## config.mk

```make
export PLATFORM = sky130hd
export DESIGN_NAME = drc_path_scheduler_flat
export DESIGN_NICKNAME = d
export VERILOG_FILES = /design/src/rtl/drc_path_scheduler_pkg.sv /design/src/rtl/drc_path_scheduler_if.sv /design/src/rtl/drc_path_scheduler_tracker.sv /design/src/rtl/drc_path_scheduler.sv /design/src/flat_wrapper.sv
export SDC_FILE = /design/constraint.sdc
export NUM_CORES = 1
export LEC_CHECK = 0
export ABC_CLOCK_PERIOD_IN_PS = 20800
export CAP_MARGIN = 40
export CORE_MARGIN = 3
export CORE_UTILIZATION = 60
export CTS_CLUSTER_DIAMETER = 80
export DETAILED_ROUTE_END_ITERATION = 10
export GPL_TIMING_DRIVEN = 0
export PLACE_DENSITY = 0.83
export SLEW_MARGIN = 25
export SYNTH_ARGS = -nofsm -noshare
export SYNTH_HDL_FRONTEND = slang
export SYNTH_SLANG_ARGS = --single-unit
```

## constraint.sdc

```tcl
create_clock -name i_clk -period 20.8 [get_ports i_clk]
set_input_delay 4.16 -clock i_clk [delete_from_list [all_inputs] [get_ports i_clk]]
set_output_delay 4.16 -clock i_clk [all_outputs]
set_load 0.02 [all_outputs]
```

## src/rtl/drc_path_scheduler_pkg.sv

```systemverilog
// Shared types and helpers for the DMA read-completion path scheduler.
// Descriptor addresses are carried in a fixed 32-bit field.
package drc_pkg;

  typedef enum logic {
    IDLE   = 1'b0,
    ACTIVE = 1'b1
  } path_state_e;

  localparam logic [31:0] LP_4K_MASK     = 32'h0000_0FFF;
  localparam int          LP_DWEN_MAX_W  = 16;
  localparam int          LP_DESC_ADDR_W = 32;

  typedef struct packed {
    logic [LP_DESC_ADDR_W-1:0] addr;
    logic [7:0]                len;
  } burst_desc_t;

  function automatic logic [4:0] popcount_dwen(input logic [LP_DWEN_MAX_W-1:0] dwen);
    logic [4:0] cnt;
    cnt = '0;
    for (int i = 0; i < LP_DWEN_MAX_W; i++) cnt = cnt + 5'(dwen[i]);
    return cnt;
  endfunction

endpackage

```

## src/rtl/drc_path_scheduler_if.sv

```systemverilog
// Request and completion-beat signals between the splitter and the path scheduler.
interface drc_path_scheduler_if #(
  parameter int P_DATA_W = 128,
  parameter int P_ADDR_W = 32
);
  localparam int DW = P_DATA_W / 32;

  logic                req_valid;
  logic                req_ready;
  logic [7:0]          req_tag;
  logic [P_ADDR_W-1:0] req_dev_addr;
  logic [12:0]         req_bytes;
  logic                cpl_valid;
  logic [7:0]          cpl_tag;
  logic [DW-1:0]       cpl_dwen;

  modport master (
    output req_valid, req_tag, req_dev_addr, req_bytes,
    output cpl_valid, cpl_tag, cpl_dwen,
    input  req_ready
  );

  modport slave (
    input  req_valid, req_tag, req_dev_addr, req_bytes,
    input  cpl_valid, cpl_tag, cpl_dwen,
    output req_ready
  );
endinterface

```

## src/rtl/drc_path_scheduler_tracker.sv

```systemverilog
// One outstanding read: byte/beat accounting, burst descriptor generation,
// idle timeout and sticky error flags.
module drc_path_tracker
  import drc_pkg::*;
#(
  parameter int P_DW        = 4,
  parameter int P_ADDR_W    = 32,
  parameter int P_MAX_BURST = 16,
  parameter int P_TIMEOUT   = 4096
) (
  input  logic                i_clk,
  input  logic                i_rst,
  input  logic                load,
  input  logic [7:0]          load_tag,
  input  logic [P_ADDR_W-1:0] load_addr,
  input  logic [12:0]         load_bytes,
  input  logic                match,
  input  logic [P_DW-1:0]     dwen,
  input  logic                err_clr,
  output logic                busy,
  output logic [7:0]          tag,
  output logic                desc_valid,
  output burst_desc_t         desc,
  output logic                err_timeout,
  output logic                err_overrun
);
  localparam int LP_TIMER_W = (P_TIMEOUT > 1) ? $clog2(P_TIMEOUT) : 1;
  localparam int LP_BEATS_W = $clog2(P_MAX_BURST + 1);
  localparam logic [LP_TIMER_W-1:0] LP_TIMER_LAST = LP_TIMER_W'(P_TIMEOUT - 1);

  path_state_e           state_q, state_d;
  logic [LP_BEATS_W-1:0] beats_q, beats_d;
  logic [LP_TIMER_W-1:0] timer_q, timer_d;
  logic [7:0]            tag_q, tag_d;
  logic [P_ADDR_W-1:0]   start_q, start_d, next_q, next_d;
  logic [12:0]           rem_q, rem_d;
  logic                  desc_vld_q, desc_vld_d;
  burst_desc_t           desc_q, desc_d;
  logic                  err_to_q, err_ov_q, to_set, ov_set;
  logic [12:0]           nbytes;

  assign nbytes = 13'({popcount_dwen(LP_DWEN_MAX_W'(dwen)), 2'b00});

  always_comb begin
    state_d    = state_q;
    beats_d    = beats_q;
    timer_d    = timer_q;
    tag_d      = tag_q;
    start_d    = start_q;
    next_d     = next_q;
    rem_d      = rem_q;
    desc_vld_d = 1'b0;
    desc_d     = desc_q;
    to_set     = 1'b0;
    ov_set     = 1'b0;
    unique case (state_q)
      IDLE: begin
        if (load) begin
          state_d = ACTIVE;
          tag_d   = load_tag;
          start_d = load_addr;
          next_d  = load_addr;
          rem_d   = load_bytes;
          beats_d = '0;
          timer_d = '0;
        end
      end
      ACTIVE: begin
        if (match) begin
          ov_set  = nbytes > rem_q;
          rem_d   = ov_set ? 13'd0 : rem_q - nbytes;
          next_d  = next_q + P_ADDR_W'(nbytes);
          beats_d = beats_q + LP_BEATS_W'(1);
          timer_d = '0;
          // Close on partial beat, full burst, end of transfer or a 4 KB page edge.
          if ((dwen != '1) || (beats_d == LP_BEATS_W'(P_MAX_BURST)) || (rem_d == 13'd0) ||
              ((next_d & P_ADDR_W'(LP_4K_MASK)) == '0)) begin
            desc_vld_d  = 1'b1;
            desc_d.addr = LP_DESC_ADDR_W'(start_q);
            desc_d.len  = 8'(beats_d - LP_BEATS_W'(1));
            start_d     = next_d;
            beats_d     = '0;
          end
          if (rem_d == 13'd0) state_d = IDLE;
        end else if (timer_q == LP_TIMER_LAST) begin
          to_set  = 1'b1;
          timer_d = '0;
          beats_d = '0;
          state_d = IDLE;
          if (beats_q != '0) begin
            desc_vld_d  = 1'b1;
            desc_d.addr = LP_DESC_ADDR_W'(start_q);
            desc_d.len  = 8'(beats_q - LP_BEATS_W'(1));
          end
        end else begin
          timer_d = timer_q + LP_TIMER_W'(1);
        end
      end
      default: state_d = IDLE;
    endcase
  end

  always_ff @(posedge i_clk or posedge i_rst) begin
    if (i_rst) begin
      state_q    <= IDLE;
      beats_q    <= '0;
      timer_q    <= '0;
      desc_vld_q <= 1'b0;
      desc_q     <= '0;
      err_to_q   <= 1'b0;
      err_ov_q   <= 1'b0;
    end else begin
      state_q    <= state_d;
      beats_q    <= beats_d;
      timer_q    <= timer_d;
      desc_vld_q <= desc_vld_d;
      desc_q     <= desc_d;
      err_to_q   <= (err_to_q & ~err_clr) | to_set;
      err_ov_q   <= (err_ov_q & ~err_clr) | ov_set;
    end
  end

  // Transfer bookkeeping is reloaded on every allocation, so it carries no reset.
  always_ff @(posedge i_clk) begin
    tag_q   <= tag_d;
    start_q <= start_d;
    next_q  <= next_d;
    rem_q   <= rem_d;
  end

  assign busy        = (state_q == ACTIVE);
  assign tag         = tag_q;
  assign desc_valid  = desc_vld_q;
  assign desc        = desc_q;
  assign err_timeout = err_to_q;
  assign err_overrun = err_ov_q;

endmodule

```

## src/rtl/drc_path_scheduler.sv

```systemverilog
// N-path tracker for PCIe DMA read completions: allocates paths to requests,
// routes completion beats by tag and reports per-path AXI burst descriptors.
module drc_path_scheduler
  import drc_pkg::*;
#(
  parameter int P_PATHS     = 4,
  parameter int P_DATA_W    = 128,
  parameter int P_ADDR_W    = 32,
  parameter int P_MAX_BURST = 16,
  parameter int P_TIMEOUT   = 4096
) (
  input  logic                        i_clk,
  input  logic                        i_rst,
  drc_path_scheduler_if.slave         bus,
  input  logic [P_PATHS-1:0]          path_credit_ok,
  output logic [P_PATHS-1:0]          path_wr_en,
  output logic [P_PATHS-1:0]          desc_valid,
  output logic [P_PATHS*P_ADDR_W-1:0] desc_addr,
  output logic [P_PATHS*8-1:0]        desc_len,
  output logic [P_PATHS-1:0]          path_busy,
  output logic                        cpl_unexpected,
  output logic [P_PATHS-1:0]          err_timeout,
  output logic [P_PATHS-1:0]          err_overrun,
  input  logic                        err_clr,
  output logic                        all_idle
);
  localparam int DW = P_DATA_W / 32;

  logic [P_PATHS-1:0] can_start, load, hit, match;
  logic               alloc_found, match_found, unexp_q;
  logic [7:0]         path_tag [P_PATHS];
  burst_desc_t        desc [P_PATHS];

  assign can_start     = ~path_busy & path_credit_ok;
  assign bus.req_ready = bus.req_valid & (|can_start);

  // Lowest index wins both for allocation and for duplicate-tag completions.
  always_comb begin
    load        = '0;
    match       = '0;
    alloc_found = 1'b0;
    match_found = 1'b0;
    for (int i = 0; i < P_PATHS; i++) begin
      if (can_start[i] && !alloc_found) begin
        load[i]     = bus.req_valid;
        alloc_found = 1'b1;
      end
      if (hit[i] && !match_found) begin
        match[i]    = 1'b1;
        match_found = 1'b1;
      end
    end
  end

  for (genvar g = 0; g < P_PATHS; g++) begin : g_path
    assign hit[g] = path_busy[g] & bus.cpl_valid & (bus.cpl_tag == path_tag[g]) & (|bus.cpl_dwen);

    drc_path_tracker #(
      .P_DW        (DW),
      .P_ADDR_W    (P_ADDR_W),
      .P_MAX_BURST (P_MAX_BURST),
      .P_TIMEOUT   (P_TIMEOUT)
    ) u_tracker (
      .i_clk       (i_clk),
      .i_rst       (i_rst),
      .load        (load[g]),
      .load_tag    (bus.req_tag),
      .load_addr   (bus.req_dev_addr),
      .load_bytes  (bus.req_bytes),
      .match       (match[g]),
      .dwen        (bus.cpl_dwen),
      .err_clr     (err_clr),
      .busy        (path_busy[g]),
      .tag         (path_tag[g]),
      .desc_valid  (desc_valid[g]),
      .desc        (desc[g]),
      .err_timeout (err_timeout[g]),
      .err_overrun (err_overrun[g])
    );

    assign desc_addr[g*P_ADDR_W +: P_ADDR_W] = P_ADDR_W'(desc[g].addr);
    assign desc_len[g*8 +: 8]                = desc[g].len;
  end

  always_ff @(posedge i_clk or posedge i_rst) begin
    if (i_rst) unexp_q <= 1'b0;
    else       unexp_q <= bus.cpl_valid & (|bus.cpl_dwen) & ~(|hit);
  end

  assign path_wr_en     = match;
  assign cpl_unexpected = unexp_q;
  assign all_idle       = ~(|path_busy);

endmodule

```

## src/flat_wrapper.sv

```systemverilog
// flat-port wrapper written by rule: the top's interface ports become plain ports
module drc_path_scheduler_flat import drc_pkg::*;
#(
  parameter int P_PATHS     = 4,
  parameter int P_DATA_W    = 128,
  parameter int P_ADDR_W    = 32,
  parameter int P_MAX_BURST = 16,
  parameter int P_TIMEOUT   = 4096
)
  (i_clk, i_rst, path_credit_ok, path_wr_en, desc_valid, desc_addr, desc_len, path_busy, cpl_unexpected, err_timeout, err_overrun, err_clr, all_idle, bus_req_valid, bus_req_tag, bus_req_dev_addr, bus_req_bytes, bus_cpl_valid, bus_cpl_tag, bus_cpl_dwen, bus_req_ready);
  drc_path_scheduler_if #(.P_DATA_W(P_DATA_W), .P_ADDR_W(P_ADDR_W)) bus_i ();
  input  logic i_clk;
  input  logic i_rst;
  input  logic [P_PATHS-1:0] path_credit_ok;
  output logic [P_PATHS-1:0] path_wr_en;
  output logic [P_PATHS-1:0] desc_valid;
  output logic [P_PATHS*P_ADDR_W-1:0] desc_addr;
  output logic [P_PATHS*8-1:0] desc_len;
  output logic [P_PATHS-1:0] path_busy;
  output logic cpl_unexpected;
  output logic [P_PATHS-1:0] err_timeout;
  output logic [P_PATHS-1:0] err_overrun;
  input  logic err_clr;
  output logic all_idle;
  input wire logic [$bits(bus_i.req_valid)-1:0] bus_req_valid;
  input wire logic [$bits(bus_i.req_tag)-1:0] bus_req_tag;
  input wire logic [$bits(bus_i.req_dev_addr)-1:0] bus_req_dev_addr;
  input wire logic [$bits(bus_i.req_bytes)-1:0] bus_req_bytes;
  input wire logic [$bits(bus_i.cpl_valid)-1:0] bus_cpl_valid;
  input wire logic [$bits(bus_i.cpl_tag)-1:0] bus_cpl_tag;
  input wire logic [$bits(bus_i.cpl_dwen)-1:0] bus_cpl_dwen;
  output wire logic [$bits(bus_i.req_ready)-1:0] bus_req_ready;
  assign bus_i.req_valid = bus_req_valid;
  assign bus_i.req_tag = bus_req_tag;
  assign bus_i.req_dev_addr = bus_req_dev_addr;
  assign bus_i.req_bytes = bus_req_bytes;
  assign bus_i.cpl_valid = bus_cpl_valid;
  assign bus_i.cpl_tag = bus_cpl_tag;
  assign bus_i.cpl_dwen = bus_cpl_dwen;
  assign bus_req_ready = bus_i.req_ready;
  drc_path_scheduler #(.P_PATHS(P_PATHS), .P_DATA_W(P_DATA_W), .P_ADDR_W(P_ADDR_W), .P_MAX_BURST(P_MAX_BURST), .P_TIMEOUT(P_TIMEOUT)) u_core (.i_clk(i_clk), .i_rst(i_rst), .bus(bus_i), .path_credit_ok(path_credit_ok), .path_wr_en(path_wr_en), .desc_valid(desc_valid), .desc_addr(desc_addr), .desc_len(desc_len), .path_busy(path_busy), .cpl_unexpected(cpl_unexpected), .err_timeout(err_timeout), .err_overrun(err_overrun), .err_clr(err_clr), .all_idle(all_idle));
endmodule
```

==> results_dict.tcl <==
set metrics [dict create \
    status "completed" \
    die_x_um 223 \
    relSlewSlack 0.406 \
    leakagePower_nw 13.0 \
    place_area_mm2 0.0318 \
    die_area_mm2 0.0497 \
    dp_hpwl_um 54000 \
    cts_tree "yes" \
    drive_above_1_share 0.119 \
    grt_pass1_vias 20750 \
    nFillCells 3052 \
    area_growth_pct 19.0 \
    ctsHoldBuffers 0 \
    synth_top_area_frac 0.361 \
    post_cts_resized 0 \
    syn_area_mm2 0.0283 \
    hp-class "register to register" \
    synth_edf_count 340 \
    vdd_ir_drop_max_mv 0.0821 \
    start_util 0.615 \
    synth_most_common_cell "edfxtp_1" \
    critical_path_required_ns 16.64 \
    clk_latency_ns 0.62 \
    reg2reg_slack_ns 16.63 \
    rr_startpoint "u_core.g_path[3].u_tracker.next_q[3]" \
    critPathArrivalTime_ns 7.65 \
    timing.fmax_mhz 84.7 \
    h-tree-depth 2 \
    wl_per_cell_um 22.0 \
    crit_type "input pin to output pin" \
    ant_nets 0 \
    rr_endpoint "u_core.g_path[3].u_tracker.desc[4]" \
    cts_buffer_depth 3 \
    maxCapViolations 0 \
    cts_root_buf "clkbuf_16" \
    rows 78 \
    drtPass1Iterations 6 \
    cts_buffers 56 \
    fin_setup_tns_ns 0 \
    synth_common_cells "340 x edfxtp_1, 237 x dfrtp_1, 230 x nor2_1, 159 x nand2_1, 146 x a21oi_1" \
    synth-seq-cells 577 \
    ys.flop_type "edfxtp_1" \
    fin_skew_ns 0.0215 \
    cts_setup_buffers 0 \
    grtUsageTotal 0.294 \
    synthTopCellsByArea "edfxtp_1 36%, dfrtp_1 21%, mux2_2 4.6%, xnor2_1 3.8%, xor2_1 3.3%" \
    finalHoldViolations 0 \
    rsz0062_at_grt "no" \
    crit_path_start "bus_cpl_dwen[1]" \
    setup_viol 0 \
    grt_pass1_wl_um 115000 \
    synth_cells 2437 \
    clk_pin_slew_ns 0.07 \
    via_count 21028 \
    clock-sinks 577 \
    rr_worst_depth 11 \
    drc 0 \
    synth_top_cell_by_area "edfxtp_1" \
    ys_warn_count 0 \
    drt_iter0_drc 2339 \
    syn_nets 2560 \
    grt_start_max_net_pins 91 \
    crit_end "path_wr_en[2]" \
    fp.dieH_um 223 \
    end_kind "output pin" \
    grt.overflow.total 0 \
    finalInstanceArea_mm2 0.0336 \
    gp_congestion 0.903 \
    p_per_area_mw_per_mm2 96.5 \
    holdWs_ns 0.461 \
    io_buffers 247 \
    tightest_slew_ns 0.891 \
    synthArstFlopShare 0.411 \
    cp-start-kind "input pin" \
    routed_via_density 6.17 \
    fin_nets 2877 \
    synth_cell_types 83 \
    core_mm2 0.0460 \
    antenna_found_initial 5 \
    path_max_fanout 10 \
    avgSynthCellArea_um2 11.6 \
    synth-seq-area-share 0.571 \
    period_needed_ns 11.81 \
    top_level_ports 257 \
    wirelength_um 75100 \
    slew_violations 0 \
    finalCritPeriodShare 0.568 \
]
-- state kept, by name, indices dropped and copies added, names as in the netlist --
signal / cells
u_core.cpl_unexpected: 1
u_core.g_path.u_tracker.beats_q: 20
u_core.g_path.u_tracker.busy: 4
u_core.g_path.u_tracker.desc: 152
u_core.g_path.u_tracker.desc_valid: 4
u_core.g_path.u_tracker.err_overrun: 4
u_core.g_path.u_tracker.err_timeout: 4
u_core.g_path.u_tracker.next_q: 128
u_core.g_path.u_tracker.rem_q: 52
u_core.g_path.u_tracker.start_q: 128
u_core.g_path.u_tracker.tag: 32
u_core.g_path.u_tracker.timer_q: 48
-- power by group --
part	switching (mW)	leakage [nW]	internal [mW]	total, mW
registers	0.0844	6.32	1.41	1.49
logic	0.468	5.84	0.274	0.742
clock network	0.454	0.879	0.559	1.01
-- layout by cell type (no fill, tap or decap), types with 17 or more instances in the layout --
cell             count
edfxtp_1           340
nor2b_1             22
clkbuf_16           57
nor2_1             230
o21ai_0            107
nand4_1             34
dfrtp_1            237
nand2b_1            21
xor2_1             106
xnor2_1            122
a21oi_1            144
nor3_1              37
a31oi_1             17
buf_4               35
and3_1              46
clkbuf_1            96
mux2_2             115
nor4_1              24
mux2_4              30
ha_1                48
inv_1               68
mux2_1              31
clkdlybuf4s50_1    247
o22ai_1             28
nand2_1            156
or3_1               17
nand3_1            106
-- critical path: stages --
cell and delay [ns]:
clkdlybuf4s50_1 0.44, inv_1 0.11, ha_1 0.15, inv_1 0.03, o31ai_1 0.53, clkbuf_1 0.42
nor4_4 0.16, or3_1 0.51, clkbuf_1 0.25, inv_4 0.16, buf_4 0.13, clkdlybuf4s50_1 0.59
-- per-layer routing --
| layer | track usage | part of all wire |
|---|---|---|
| met1 | 0.402 | 0.40 |
| met2 | 0.478 | 0.48 |
| met3 | 0.0403 | 0.081 |
| met4 | 0.124 | 0.041 |
| met5 | 0 | 0 |
-- cell type report --
class / instances / area, um2 / share of cell area
tap: 600 / 751 / 0.0223
clock inverter: 35 / 300 / 0.00893
buffer: 142 / 706 / 0.0210
multi-input combinational: 1647 / 11200 / 0.334
clock buffer: 71 / 1520 / 0.0452
antenna: 4 / 10.0 / 0.000298
sequential: 577 / 16100 / 0.480
timing repair buffer: 259 / 2710 / 0.0806
inverter: 71 / 277 / 0.00822
-- worst min path at each step --
stage / from / to / slack, ns / cells past startpoint
finish: u_core.g_path[1].u_tracker.start_q[12] / u_core.g_path[1].u_tracker.desc[20] / 0.46 / 1
global route: u_core.g_path[3].u_tracker.start_q[5] / u_core.g_path[3].u_tracker.desc[13] / 0.48 / 1
global placement: u_core.g_path[1].u_tracker.start_q[12] / u_core.g_path[1].u_tracker.desc[20] / 0.44 / 1
detailed placement: u_core.g_path[2].u_tracker.start_q[6] / u_core.g_path[2].u_tracker.desc[14] / 0.44 / 1
CTS: u_core.g_path[1].u_tracker.start_q[12] / u_core.g_path[1].u_tracker.desc[20] / 0.47 / 1
floorplan: u_core.g_path[0].u_tracker.start_q[0] / u_core.g_path[0].u_tracker.desc[8] / 0.43 / 1
-- cells by family after synthesis --
family | share of synthesized area
AOI/OAI and AO/OA | 0.0841
xor gates and xnor gates | 0.0706
adders and majority gates | 0.0234
buffers and inverters | 0.0345
DFF | 0.571
muxes | 0.0783
and+or+nand+nor | 0.138
-- stage by stage --
stage	setup WS, ns	power (mW)	util	instances
after global placement	7.06	2.18	0.685	3284
after global routing	8.83	3.37	0.732	3406
after CTS	8.97	3.24	0.731	3401
after detailed placement	8.98	2.23	0.692	3295
after floorplan	10.14	1.95	-	2437
final	8.99	3.25	0.732	3406
(Power assumes the default switching activity.)
